--- config.mk ---
export PLATFORM = sky130hd
export DESIGN_NAME = pc_sequencer
export DESIGN_NICKNAME = d
export VERILOG_FILES = /design/src/rtl/mips_pkg.sv /design/src/rtl/branch_target_calc.sv /design/src/rtl/pc_sequencer.sv
export SDC_FILE = /design/constraint.sdc
export NUM_CORES = 1
export LEC_CHECK = 0
export CAP_MARGIN = 5
export CORE_MARGIN = 3
export CORE_UTILIZATION = 55
export CTS_CLUSTER_DIAMETER = 100
export DETAILED_ROUTE_END_ITERATION = 16
export PLACE_DENSITY = 0.92
export SLEW_MARGIN = 0
export SYNTH_ARGS = -nofsm -noshare
export SYNTH_HDL_FRONTEND = slang
export SYNTH_SLANG_ARGS = --single-unit
--- constraint.sdc ---
create_clock -name clk -period 5.1 [get_ports clk]
set_input_delay 0.765 -clock clk [delete_from_list [all_inputs] [get_ports clk]]
set_output_delay 0.765 -clock clk [all_outputs]
set_load 0.01 [all_outputs]
--- src/rtl/mips_pkg.sv ---
// Shared MIPS core types: address type, program-counter sequencer states,
// and the reset/halt address constants.
package mips_pkg;

    typedef logic [31:0] address_t;

    typedef enum logic [1:0] {
        ST_RUN   = 2'd0,
        ST_DELAY = 2'd1,
        ST_HALT  = 2'd2
    } pc_state_e;

    localparam address_t RESET_VECTOR_DEF = 32'hBFC0_0000;
    localparam address_t HALT_ADDR_DEF    = 32'h0000_0000;

endpackage

--- src/rtl/branch_target_calc.sv ---
// Combinational MIPS branch target: (pc+4) + (sext(imm) << 2), modulo 2^32.
// Also exports pc+4 so the caller does not need a second adder.
module branch_target_calc
    import mips_pkg::*;
(
    input  logic [31:0] pc_i,
    input  logic [15:0] imm_i,
    output logic [31:0] pc_plus4_o,
    output logic [31:0] target_o
);

    logic [31:0] offset;

    always_comb begin
        offset     = {{14{imm_i[15]}}, imm_i, 2'b00};
        pc_plus4_o = pc_i + 32'd4;
        target_o   = pc_plus4_o + offset;
    end

endmodule

--- src/rtl/pc_sequencer.sv ---
// Program-counter owner for the MIPS core: delay-slot redirects for
// J/JAL, JR/JALR and taken branches, fetch stalls, and halt-on-jump-to-zero.
module pc_sequencer
    import mips_pkg::*;
#(
    parameter address_t RESET_VECTOR = RESET_VECTOR_DEF,
    parameter address_t HALT_ADDR    = HALT_ADDR_DEF
) (
    input  logic        clk,
    input  logic        reset,
    input  logic        stall,
    input  logic        jump_en,
    input  logic [31:0] jump_target,
    input  logic        branch_en,
    input  logic [15:0] branch_offset,
    input  logic        jr_en,
    input  logic [31:0] jr_target,
    output logic [31:0] pc,
    output logic [3:0]  pc_4msb,
    output logic        delay_slot,
    output logic        halted,
    output logic        addr_err
);

    pc_state_e   state_q, state_d;
    address_t    pc_q, pc_d;
    address_t    target_q, target_d;
    logic        halted_q, halted_d;
    logic        addr_err_q, addr_err_d;
    logic [31:0] pc_plus4;
    logic [31:0] branch_tgt;

    branch_target_calc u_btc (
        .pc_i       (pc_q),
        .imm_i      (branch_offset),
        .pc_plus4_o (pc_plus4),
        .target_o   (branch_tgt)
    );

    always_ff @(posedge clk or posedge reset) begin
        if (reset) begin
            state_q    <= ST_RUN;
            pc_q       <= RESET_VECTOR;
            target_q   <= '0;
            halted_q   <= 1'b0;
            addr_err_q <= 1'b0;
        end else begin
            state_q    <= state_d;
            pc_q       <= pc_d;
            target_q   <= target_d;
            halted_q   <= halted_d;
            addr_err_q <= addr_err_d;
        end
    end

    always_comb begin
        state_d    = state_q;
        pc_d       = pc_q;
        target_d   = target_q;
        halted_d   = halted_q;
        addr_err_d = addr_err_q;
        if (!stall) begin
            unique case (state_q)
                ST_RUN: begin
                    // jr outranks jump, which outranks branch
                    if (jr_en) begin
                        if (jr_target[1:0] != 2'b00) begin
                            addr_err_d = 1'b1;
                            state_d    = ST_HALT;
                        end else begin
                            target_d = jr_target;
                            pc_d     = pc_plus4;
                            state_d  = ST_DELAY;
                        end
                    end else if (jump_en) begin
                        target_d = jump_target;
                        pc_d     = pc_plus4;
                        state_d  = ST_DELAY;
                    end else if (branch_en) begin
                        target_d = branch_tgt;
                        pc_d     = pc_plus4;
                        state_d  = ST_DELAY;
                    end else begin
                        pc_d = pc_plus4;
                    end
                end
                ST_DELAY: begin
                    pc_d = target_q;
                    if (target_q == HALT_ADDR) begin
                        halted_d = 1'b1;
                        state_d  = ST_HALT;
                    end else begin
                        state_d = ST_RUN;
                    end
                end
                ST_HALT: ;
                default: state_d = ST_HALT;
            endcase
        end
    end

    assign pc         = pc_q;
    assign pc_4msb    = pc_plus4[31:28];
    assign delay_slot = (state_q == ST_DELAY);
    assign halted     = halted_q;
    assign addr_err   = addr_err_q;

endmodule

# Word level (Yosys, flattened, before mapping)
# Cells that the tools add are included.
# Widths: inputs -> output; s select.
[op_classes] add_sub_neg=2 n_eq_ne=5 n_mux=13 n_bitwise=2 n_reduce_logical=10
[ops] operator="$mux 32" count=6
[ops] operator="$pmux 32 s2" count=1
[ops] operator="$add 32x3->32 const B" count=1
[ops] operator="$add 32x32->32" count=1
[ops] operator="$logic_not 32->1" count=1
[ops] operator="$mux 2" count=5
[ops] operator="$reduce_and 3->1" count=3
[ops] operator="$reduce_and 4->1" count=2
[ops] operator="$pmux 2 s3" count=1
[ops] operator="$ne 4x4->1 const B" count=1
[ops] operator="$reduce_bool 2->1" count=2
[ops] operator="$ne 3x3->1 const B" count=1
[ops] operator="$reduce_bool 3->1" count=1
[ops] operator="$eq 2x1->1 const B" count=1
[ops] operator="$eq 2x2->1 const B" count=1
[ops] operator="$logic_not 2->1" count=1
[ops] operator="$ne 2x2->1 const B" count=1
[ops] operator="$not 1->1" count=2
[totals] regBits=68 out_inout_bits=39 elab_cells=37

# Longest topological paths before layout
# Gate-level depths: netlist (run 1).
[logic_depth] word_depth=5 ltp_mapped=16 depth_no_buf=14

# Hierarchy
# A second synthesis (run 1) with hierarchy kept.
[unflattened] cells_unflattened=683 hier_area_um2=5809.3
[modules_own_cells] module="pc_sequencer" instances=1 cells_each=379 area_per_inst_um2=3599.7
[modules_own_cells] module="branch_target_calc" instances=1 cells_each=304 area_per_inst_um2=2209.6

# Worst setup path after synthesis (run 1)
# No wires, ideal clock.
[synth_timing] kind="register to register" from="register pc_q[5] (netlist: pc[5])" to="register target_q[27]" arrival_ns=3.208 t_required_ns=4.996 setup_slack_ns=1.788 path_stages_with_launch=17 synth_period_minus_slack_ns=3.312 path_cell_list="dfrtp_1 -> buf_2 -> and4_1 -> nand4_1 -> nor2_1 -> nand2_1 -> xnor2_1 -> ha_1 -> clkbuf_2 -> a21oi_1 -> nand2_1 -> nor3b_1 -> or3_1 -> a21oi_1 -> a41oi_1 -> xor2_1 -> a221oi_1"
[synth_via] elab_chain_cells=5
[synth_lines] item="from (decl)" line_no="pc_sequencer.sv:26" source="address_t pc_q, pc_d;"
[synth_lines] item="from (signal assigned)" line_no="pc_sequencer.sv:49" source="pc_q <= pc_d;"
[synth_lines] item="$add 32x3->32" line_no="branch_target_calc.sv:16" source="pc_plus4_o = pc_i + 32'd4;"
[synth_lines] item="$add 32x32->32" line_no="branch_target_calc.sv:17" source="target_o = pc_plus4_o + offset;"
[synth_lines] item="$mux 32" line_no="pc_sequencer.sv:79" source="end else if (branch_en) begin"
[synth_lines] item="$mux 32" line_no="pc_sequencer.sv:75" source="end else if (jump_en) begin"
[synth_lines] item="$mux 32" line_no="pc_sequencer.sv:66" source="if (jr_en) begin"
[synth_lines] item="to (signal assigned)" line_no="pc_sequencer.sv:50" source="target_q <= target_d;"
[synth_lines] item="to (decl)" line_no="pc_sequencer.sv:27" source="address_t target_q, target_d;"
# No other way between the ends. The select of a mux whose other input is x is not followed.
# A chain may end at the register's enable or synchronous reset.

# Worst setup path after layout (run 1)
# Ends and elaborated chain as after synthesis.

==> results of run 1 <==
[power by group]
part / switching (W) / total (W) / leakage, nW / internal (W)
clock: 0.000238 / 0.000532 / 0.117 / 0.000294
combinational: 0.000869 / 0.00163 / 2.15 / 0.000762
sequential: 0.000317 / 0.00107 / 0.818 / 0.000751
[worst max-delay path, cell delays in order, from the launching register on]
cell	delay, ns
dfrtp_1	0.50
and4_1	0.29
nand4_1	0.24
nor2_1	0.45
nand2_1	0.16
xnor2_1	0.19
ha_1	0.45
a21oi_1	0.13
nand2_1	0.11
nor3b_1	0.05
or3_1	0.32
a21oi_1	0.29
a41oi_1	0.19
xor2_1	0.17
a221oi_1	0.25
[through the flow]
step	utilization	hold slack [ns]	setup WS, ns	area [sq um]
6_report	0.732	0.468	1.21	7290
5_1_grt	0.732	0.490	0.965	7290
4_1_cts	0.732	0.469	1.25	7290
3_5_place_dp	0.709	0.446	1.11	7060
3_3_place_gp	0.709	0.450	1.27	7060
2_1_floorplan	-	0.466	1.79	5720
[registers in the layout (all words and copies together) (netlist names)]
| name | flops |
|---|---|
| pc | 32 |
| target_q | 32 |
| addr_err | 1 |
| state_q | 2 |
| halted | 1 |
[final cells by class]
type | count | area, sq um | share of cell area
Multi-Input combinational cell | 602 | 3840 | 0.526
Sequential cell | 68 | 1710 | 0.235
Timing Repair Buffer | 132 | 1300 | 0.178
Tap cell | 133 | 166 | 0.0228
Clock buffer | 10 | 138 | 0.0189
Clock inverter | 6 | 95.1 | 0.0130
Inverter | 11 | 41.3 | 0.00566
[logic make-up (layout without fill, tap and decap cells)]
| group | after synthesis | in the layout |
|---|---|---|
| AO/OA/AOI/OAI | 235 | 235 |
| flip-flops | 68 | 68 |
| adder cells (fa/ha/maj) | 38 | 38 |
| buffers and inverters | 47 | 159 |
| AND/OR/NAND/NOR | 253 | 253 |
| XOR/XNOR | 53 | 53 |
| multiplexers | 23 | 23 |
[cell usage in the layout, fill, tap and decap left out, types with 3 or more instances in the layout]
master / instances
nor3_1: 10
or3_1: 7
nand2_1: 95
and3_1: 7
o211ai_1: 5
a31oi_1: 9
nor2_1: 66
and4_1: 4
mux2i_1: 21
nor4_1: 8
o21bai_1: 4
ha_1: 37
o21a_1: 3
dfrtp_1: 59
a21oi_1: 81
o21ai_0: 61
and2_1: 5
a221oi_1: 4
inv_1: 10
a41oi_1: 3
buf_4: 8
dfstp_2: 9
nand4_1: 13
a21o_1: 9
nor2b_1: 6
nand3_1: 17
a211oi_1: 5
xnor2_1: 34
xor2_1: 18
clkbuf_8: 10
a22oi_1: 7
clkdlybuf4s50_1: 124
o22ai_1: 21
[Yosys cell counts, drive strengths merged (8+ instances only)]
cell type   n  area, sq um
a21o        9         67.6
a21oi      82          414
a31oi      10         68.8
and3        8         51.3
clkbuf     32          123
dfrtp      59         1480
dfstp       9          236
ha         37          463
inv        11         41.3
mux2i      21          210
nand2      95          357
nand3      18         95.1
nand4      14         93.8
nor2       66          248
nor3       11         55.1
nor4        9         71.3
o21ai      65          329
o22ai      21          131
xnor2      35          314
xor2       18          158
[worst max-delay path by stage]
stage,start,endpoint,cells past startpoint
6_report,pc[5],target_q[27],14
5_1_grt,pc[5],target_q[30],13
4_1_cts,pc[5],target_q[27],14
3_5_place_dp,branch_offset[15],target_q[27],10
3_3_place_gp,branch_offset[15],target_q[27],10
2_1_floorplan,pc[5],target_q[27],16
[routing by layer]
layer | track usage | up-vias | wire [um]
li1 | - | 2837 | -
met2 | 0.460 | 379 | 8000
met4 | 0.0667 | 0 | 227
met3 | 0.0579 | 33 | 2150
met1 | 0.478 | 2849 | 7790
met5 | 0 | - | 0
==> summary.md, run 1 <==
| Metric | Value |
|---|---|
| Outcome | finished, final reports clean |
| Sequential share of the synthesized area | 0.299 |
| Fin. Hold Viols | 0 |
| Clk_lat worst skew | 0.35 ns |
| FF-to-FF End | target_q[27] |
| Count of cell types in the netlist | 65 |
| Critical Path End Type | flop |
| Post-CTS Setup Bufs | 0 |
| Gr usage total | 0.312 |
| Hold_sp | addr_err |
| R2R Setup Slk | 1.21 ns |
| Setup Skew | 0.0146 ns |
| Non-filler cells, final | 962 |
| H-tree levels | 3 |
| CTS resizes | 0 |
| Post-Synth Adder-Cell Area | 0.0844 |
| HP Class | reg -> reg |
| Reg2reg path depth | 14 |
| Critical Path RT | 5.35 ns |
| Leakage power | 3.09 nW |
| Hold Crit Depth | 1 |
| FILL cells | 744 |
| CTS root buf | clkbuf_8 |
| Final Setup Violations | 0 |
| RePlAce Congestion | 0.935 |
| Max VDD drop | 0.212 mV |
| DRT Wirelength | 18200 um |
| Vias per Instance | 6.34 |
| Dpl cells | 946 |
| Multiplexer area fraction after synthesis | 0.0407 |
| CTS Buf Count | 9 |
| Worst-path clk slew | 0.09 ns |
| MaxCap Viol Count | 0 |
| Synth Register Bits | 68 |
| Mapped Nets | 841 |
| Row count | 36 |
| Design Power | 0.00323 W |
| Primary FF master, synth | dfrtp_1 |
| Die Ht | 108 um |
| Detail Route Antenna Nets | 0 |
| Slew headroom | 0.254 |
| I/O pins | 125 |
| Initial drt markers | 555 |
| Clock tree buffer depth | 2 |
| # DRC | 0 |
| Number of synthesized flops with an enable pin | 0 |
| Reg-to-reg startpoint | pc[5] |
| Final Critical Period | 3.89 ns |
| Post-cts hold buffer count | 0 |
| Xor/xnor cell area share of the yosys netlist | 0.0825 |
| Via count | 6098 |
| Post-synthesis cell area | 5720 sq um |
| Hold Path End | addr_err |
| Final Cycle Share | 0.762 |
| Ys async rst share | 1.00 |
| Port bufs | 124 |
| Initial antenna violation count | 0 |
| Fmax | 0.257 GHz |
| Mean Syn Cell Area | 7.98 sq um |
| GRT overflow | 0 |
| RSZ-0062 raised after global routing | no |
| Worst setup SP type | flop |
| Max-slew violations | 0 |
| First-pass GRT wire length | 29000 um |
| Post-synthesis compound-gate area fraction | 0.253 |
| Nets | 948 |
| Largest family of logic cells by synthesized area | compound AO/OA/AOI/OAI gates |
| Area of the die | 11700 sq um |
| Layout cells sized above 1 | 0.0663 |
| Least-Margin Pin Slew | 1.12 ns |
| Core Box Area | 9950 sq um |
| TritonRoute pass-1 iters | 5 |
| Dpl hpwl | 13800 um |
| Clock Sinks | 68 |
| Antenna fix cells | 0 |
| TritonCTS clock tree | yes |
| Mapped Cells | 717 |
| WL per Instance | 18.9 um |
| Largest net degree at the start of global routing | 69 |
| Die width | 108 um |
| Setup TNS | 0 ns |
| Number of global-route vias before repair | 5662 |
| Arr. time, crit path | 4.13 ns |
| Synth-to-Final Area Change | 27.4% |
| CP Class | reg -> reg |
| Post-Synth Simple-Gate Area | 0.208 |
| Pwr dens | 443 nW/um^2 |
| Initial Utilization | 0.575 |
| Synth Warn # | 0 |
| Max Fanout on Critical Path | 9 |
No activity file was read; power rests on OpenSTA's default activity.
==> inputs of run 2 (changes only) <==
--- a/config.mk
+++ b/config.mk
@@ -7,10 +7,10 @@
 export LEC_CHECK = 0
 export CAP_MARGIN = 5
 export CORE_MARGIN = 3
-export CORE_UTILIZATION = 55
+export CORE_UTILIZATION = 52
 export CTS_CLUSTER_DIAMETER = 100
 export DETAILED_ROUTE_END_ITERATION = 16
-export PLACE_DENSITY = 0.92
+export PLACE_DENSITY = 0.88
 export SLEW_MARGIN = 0
 export SYNTH_ARGS = -nofsm -noshare
 export SYNTH_HDL_FRONTEND = slang
==> constraint.sdc (replaced) <==
create_clock -name clk -period 3.6 [get_ports clk]
set_input_delay 0.54 -clock clk [delete_from_list [all_inputs] [get_ports clk]]
set_output_delay 0.54 -clock clk [all_outputs]
set_load 0.01 [all_outputs]
==> summary.md, run 2 (synthesis results as in run 1) <==
| Metric | Value |
|---|---|
| Outcome | finished, final reports clean |
| Die Ht | 111 um |
| RePlAce Congestion | 0.993 |
| Slew headroom | 0.597 |
| Met2 wire len | 8580 um |
| Initial Utilization | 0.544 |
| Max-slew violations | 0 |
| Number of global-route vias before repair | 5735 |
| Clock Sinks | 68 |
| Final Setup Violations | 0 |
| Final Cycle Share | 0.948 |
| Max stage delay cell, worst path | dfrtp_2 |
| I/O pins | 125 |
| Dpl cells | 968 |
| TritonRoute pass-1 iters | 6 |
| FILL cells | 830 |
| Setup TNS | 0 ns |
| Layout cells sized above 1 | 0.126 |
| Clock tree buffer depth | 2 |
| Commonest cells after routing, fill and taps aside | clkdlybuf4s50_1, nand2_1, a21oi_1 |
| Combinational Power Share | 0.540 |
| Largest net degree at the start of global routing | 50 |
| Cell chain of the critical path | and3_4, nand3_2, nor4_4, buf_4, nand4_1, xnor2_2, ha_1, a21oi_2, o21ai_1, a21o_1, a21oi_1, o21ai_0, a31oi_1, xor2_1, a221oi_2 |
| Synth-to-Final Area Change | 31.9% |
| # DRC | 0 |
| Critical Path End Type | flop |
| Worst setup SP type | flop |
| Crit-path max cell delay | 0.40 ns |
| Die width | 111 um |
| Max Fanout on Critical Path | 5 |
| Initial antenna violation count | 0 |
| Buf/Inv on CP | 1 |
| Fin. Hold Viols | 0 |
| P_sw | 0.00208 W |
| Non-filler cells, final | 993 |
| Leakage power | 3.21 nW |
| Vias per Instance | 6.31 |
| GRT overflow | 0 |
| Nets | 976 |
| Clk_lat worst skew | 0.36 ns |
| WL met1 | 8990 um |
| Switching part of the total power | 0.456 |
| Arr. time, crit path | 3.68 ns |
| HP Class | in -> async |
| CTS Buf Count | 9 |
| Antenna fix cells | 0 |
| Seq. cell area | 1720 sq um |
| Critical Path RT | 3.87 ns |
| Area of the multi-input gates | 3930 sq um |
| Via count | 6266 |
| WL per Instance | 19.9 um |
| Post-cts hold buffer count | 0 |
| CP Class | reg -> reg |
| Seq pwr share | 0.330 |
| Detail Route Antenna Nets | 0 |
| Core Box Area | 10500 sq um |
| TritonCTS clock tree | yes |
| MaxCap Viol Count | 0 |
| CTS root buf | clkbuf_8 |
| Internal Pwr Total | 0.00249 W |
| DRT Wirelength | 19800 um |
| Top delay family on crit path | compound AO/OA/AOI/OAI gates |
| Top Layer Used | met4 |
| Max VDD drop | 0.299 mV |
| Clock network power share | 0.130 |
| Commonest non-fill, non-tap cell in the layout | clkdlybuf4s50_1 |
| Least-Margin Pin Slew | 0.589 ns |
| DP Area | 7200 sq um |
| Gr usage total | 0.309 |
| Initial drt markers | 741 |
| Pwr dens | 605 nW/um^2 |
| H-tree levels | 3 |
| Setup Skew | 0.0102 ns |
| Worst-path clk slew | 0.09 ns |
| Dpl hpwl | 15300 um |
| Port bufs | 124 |
| Post-route cell area | 7550 sq um |
| Final Critical Period | 3.41 ns |
| Met3 Wirelength | 2050 um |
| Row count | 37 |
| First-pass GRT wire length | 30900 um |
| Area of the die | 12300 sq um |
| Fmax | 0.293 GHz |
==> run 2: repair_timing <==
item	CTS	global route
endpoints found under the setup margin	2	8
cloned	0	0
resized for setup	1	26
pin swaps	0	2
setup buffers	0	9
==> run 2: per-stage QoR <==
stage | worst slack, ns | power (W) | hold WS, ns | utilization
2_1_floorplan | 0.288 | 0.00284 | 0.466 | -
3_3_place_gp | -0.0491 | 0.00375 | 0.449 | 0.686
3_5_place_dp | -0.00142 | 0.00381 | 0.449 | 0.686
5_1_grt | -0.0183 | 0.00482 | 0.426 | 0.718
6_report | 0.186 | 0.00457 | 0.399 | 0.718
4_1_cts | 0.000859 | 0.00442 | 0.408 | 0.703
==> run 2: path summary, 6_finish.rpt <==
| kind | start | cells past startpoint | end | slack (ns) |
|---|---|---|---|---|
| worst max register to register | pc[11] | 15 | target_q[28] | 0.19 |
| worst max-delay path | pc[11] | 15 | target_q[28] | 0.19 |
| worst min register to register | addr_err | 1 | addr_err | 0.48 |
| min in group clk | addr_err | 1 | addr_err | 0.48 |
| worst min-delay path | reset | 2 | pc[15] | 0.40 |
| max in group asynchronous | reset | 3 | target_q[21] | 2.42 |
==> run 2: power by group through the flow <==
stage          combinational, W  sequential (W)  clock [W]
6_report                0.00246         0.00151   0.000595
5_1_grt                 0.00267         0.00153   0.000623
4_1_cts                 0.00235         0.00148   0.000590
3_5_place_dp            0.00232         0.00149          0
3_3_place_gp            0.00228         0.00147          0
2_1_floorplan           0.00148         0.00137          0
==> run 2: worst register-to-register path, stage by stage (launching register included) <==
cell and delay (ns):
dfrtp_2 0.40, and3_4 0.24, nand3_2 0.15, nor4_4 0.23
buf_4 0.18, nand4_1 0.19, xnor2_2 0.22, ha_1 0.36
a21oi_2 0.19, o21ai_1 0.14, a21o_1 0.20, a21oi_1 0.18
o21ai_0 0.10, a31oi_1 0.20, xor2_1 0.12, a221oi_2 0.23
==> run 2: cell type report <==
class,instances,area share
multi-input cells,602,0.520
clock buffers,10,0.0182
inverters,11,0.00547
clock inverters,6,0.00531
repair buffers,160,0.200
well taps,136,0.0225
flip-flops and latches,68,0.228
==> run 2: routing by layer <==
metal  GRT usage  vias up
met1       0.490     2986
met5           0        -
met2       0.453      374
met4      0.0534        0
li1            -     2884
met3      0.0371       22
==> inputs of run 3 (changes only) <==
--- a/config.mk
+++ b/config.mk
@@ -5,12 +5,14 @@
 export SDC_FILE = /design/constraint.sdc
 export NUM_CORES = 1
 export LEC_CHECK = 0
+export ABC_CLOCK_PERIOD_IN_PS = 3600
 export CAP_MARGIN = 5
 export CORE_MARGIN = 3
 export CORE_UTILIZATION = 52
 export CTS_CLUSTER_DIAMETER = 100
 export DETAILED_ROUTE_END_ITERATION = 16
 export PLACE_DENSITY = 0.88
+export REMOVE_ABC_BUFFERS = 1
 export SLEW_MARGIN = 0
 export SYNTH_ARGS = -nofsm -noshare
 export SYNTH_HDL_FRONTEND = slang
==> summary.md, run 3 (synthesis results as in run 1) <==
| Metric | Value |
|---|---|
| Final Setup Violations | 0 |
| Synth-to-Final Area Change | 32.1% |
| Least-Margin Pin Slew | 0.948 ns |
| Initial Utilization | 0.544 |
| Final Core Density | 0.719 |
| Final Cycle Share | 0.982 |
| WL per Instance | 20.2 um |
| Critical Path End Type | flop |
| Hold Crit Depth | 1 |
| TritonCTS clock tree | yes |
| DRT Wirelength | 20100 um |
| Core Box Area | 10500 sq um |
| Port bufs | 124 |
| Number of global-route vias before repair | 6261 |
| Final setup margin | 0.0640 ns |
| Critical Path RT | 3.85 ns |
| Gr usage total | 0.313 |
| Post-route cell area | 7560 sq um |
| Post-cts hold buffer count | 0 |
| Pwr dens | 595 nW/um^2 |
| Met3 GRT Util | 0.0546 |
| CTS Buf Count | 9 |
| Via count | 6377 |
| Layout cells sized above 1 | 0.121 |
| MaxCap Viol Count | 0 |
| TritonRoute pass-1 iters | 6 |
| Commonest cells after routing, fill and taps aside | clkdlybuf4s50_1, nand2_1, a21oi_1 |
| Clock tree buffer depth | 2 |
| Max VDD drop | 0.302 mV |
| Leakage power | 3.26 nW |
| HP Class | reg -> reg |
| Max-slew violations | 0 |
| Reg2reg path depth | 15 |
| FILL cells | 808 |
| Worst-path clk slew | 0.08 ns |
| Dpl hpwl | 14800 um |
| Die Ht | 111 um |
| Setup Skew | 0.00838 ns |
| Dpl cells | 972 |
| Slew headroom | 0.368 |
| Outcome | finished, final reports clean |
| # DRC | 0 |
| Clk_lat worst skew | 0.36 ns |
| Most Crowded Layer GR | met2 |
| Nets | 977 |
| Antenna fix cells | 0 |
| Initial drt markers | 620 |
| CTS root buf | clkbuf_8 |
| Met1 usage | 0.393 |
| Met2 usage | 0.524 |
| Max Fanout on Critical Path | 6 |
| Fin. Hold Viols | 0 |
| GRT overflow | 0 |
| Final Critical Period | 3.54 ns |
| Area of the die | 12300 sq um |
| Non-filler cells, final | 994 |
| Worst setup SP type | flop |
| H-tree levels | 3 |
| Setup TNS | 0 ns |
| Row count | 37 |
| First-pass GRT wire length | 31500 um |
| Largest net degree at the start of global routing | 69 |
| Commonest non-fill, non-tap cell in the layout | clkdlybuf4s50_1 |
| Clock Sinks | 68 |
| I/O pins | 125 |
| Die width | 111 um |
| CP Class | reg -> reg |
| Vias per Instance | 6.42 |
| RePlAce Congestion | 1.00 |
| Initial antenna violation count | 0 |
| DP Worst Slack | -0.0554 ns |
| Arr. time, crit path | 3.79 ns |
| Fmax | 0.283 GHz |
| DP Area | 7230 sq um |
| Detail Route Antenna Nets | 0 |
## run 3: changes by cell type in the layout (fill, tap and decap cells not counted), sizes merged
cell / change
clkdlybuf4s50: -1
clkbuf: +1
bufinv: +1
clkinvlp: -3
clkinv: +1
buf: +2
## run 3: power by group
part	internal (W)	switching, W
Clock	0.000317	0.000311
Combinational	0.00115	0.00130
Sequential	0.00107	0.000346
## run 3: metrics by stage
step,total power (W),hold WS [ns]
floorplan,0.00282,0.466
global placement,0.00363,0.451
detailed placement,0.00374,0.456
CTS,0.00438,0.476
global route,0.00477,0.489
finish,0.00450,0.473
## run 3: worst max-delay path: stages, from the launching register on
cell and delay (ns):
dfrtp_2 0.42, and4_1 0.24, nand4_1 0.24, nor2_2 0.28, buf_4 0.17, nand4_1 0.21
xnor2_2 0.21, ha_1 0.34, inv_1 0.15, o21bai_1 0.09, a21oi_1 0.21, o21ai_0 0.12
a21o_1 0.19, a31oi_1 0.24, nor2b_1 0.08, o311ai_1 0.24
## run 3: cell type report
class | count | area (sq um) | area share
clock buffers | 11 | 131 | 0.0174
clock inverters | 5 | 52.6 | 0.00695
inverters | 11 | 41.3 | 0.00546
multi-input cells | 602 | 3930 | 0.520
flip-flops and latches | 68 | 1720 | 0.227
well taps | 136 | 170 | 0.0225
repair buffers | 161 | 1510 | 0.200
## run 3: timing repair
item / in CTS / in global routing
pin swaps: 0 / 5
setup buffers: 0 / 6
cloned: 0 / 0
setup endpoints to repair: 3 / 9
resized for setup: 1 / 22
## run 3: worst paths after layout
check,startpoint,end,slack [ns]
setup / recovery,pc[7],target_q[30],0.06
setup reg to reg,pc[7],target_q[30],0.06
min in group asynchronous,reset,addr_err,0.77
hold reg to reg,addr_err,addr_err,0.47
max in group asynchronous,reset,target_q[31],2.17
hold / removal,addr_err,addr_err,0.47
## run 3: metal layers
layer | wire [um] | vias up
met5 | 0 | -
met4 | 913 | 0
met3 | 1760 | 87
met2 | 9580 | 398
met1 | 7850 | 3003
li1 | - | 2889
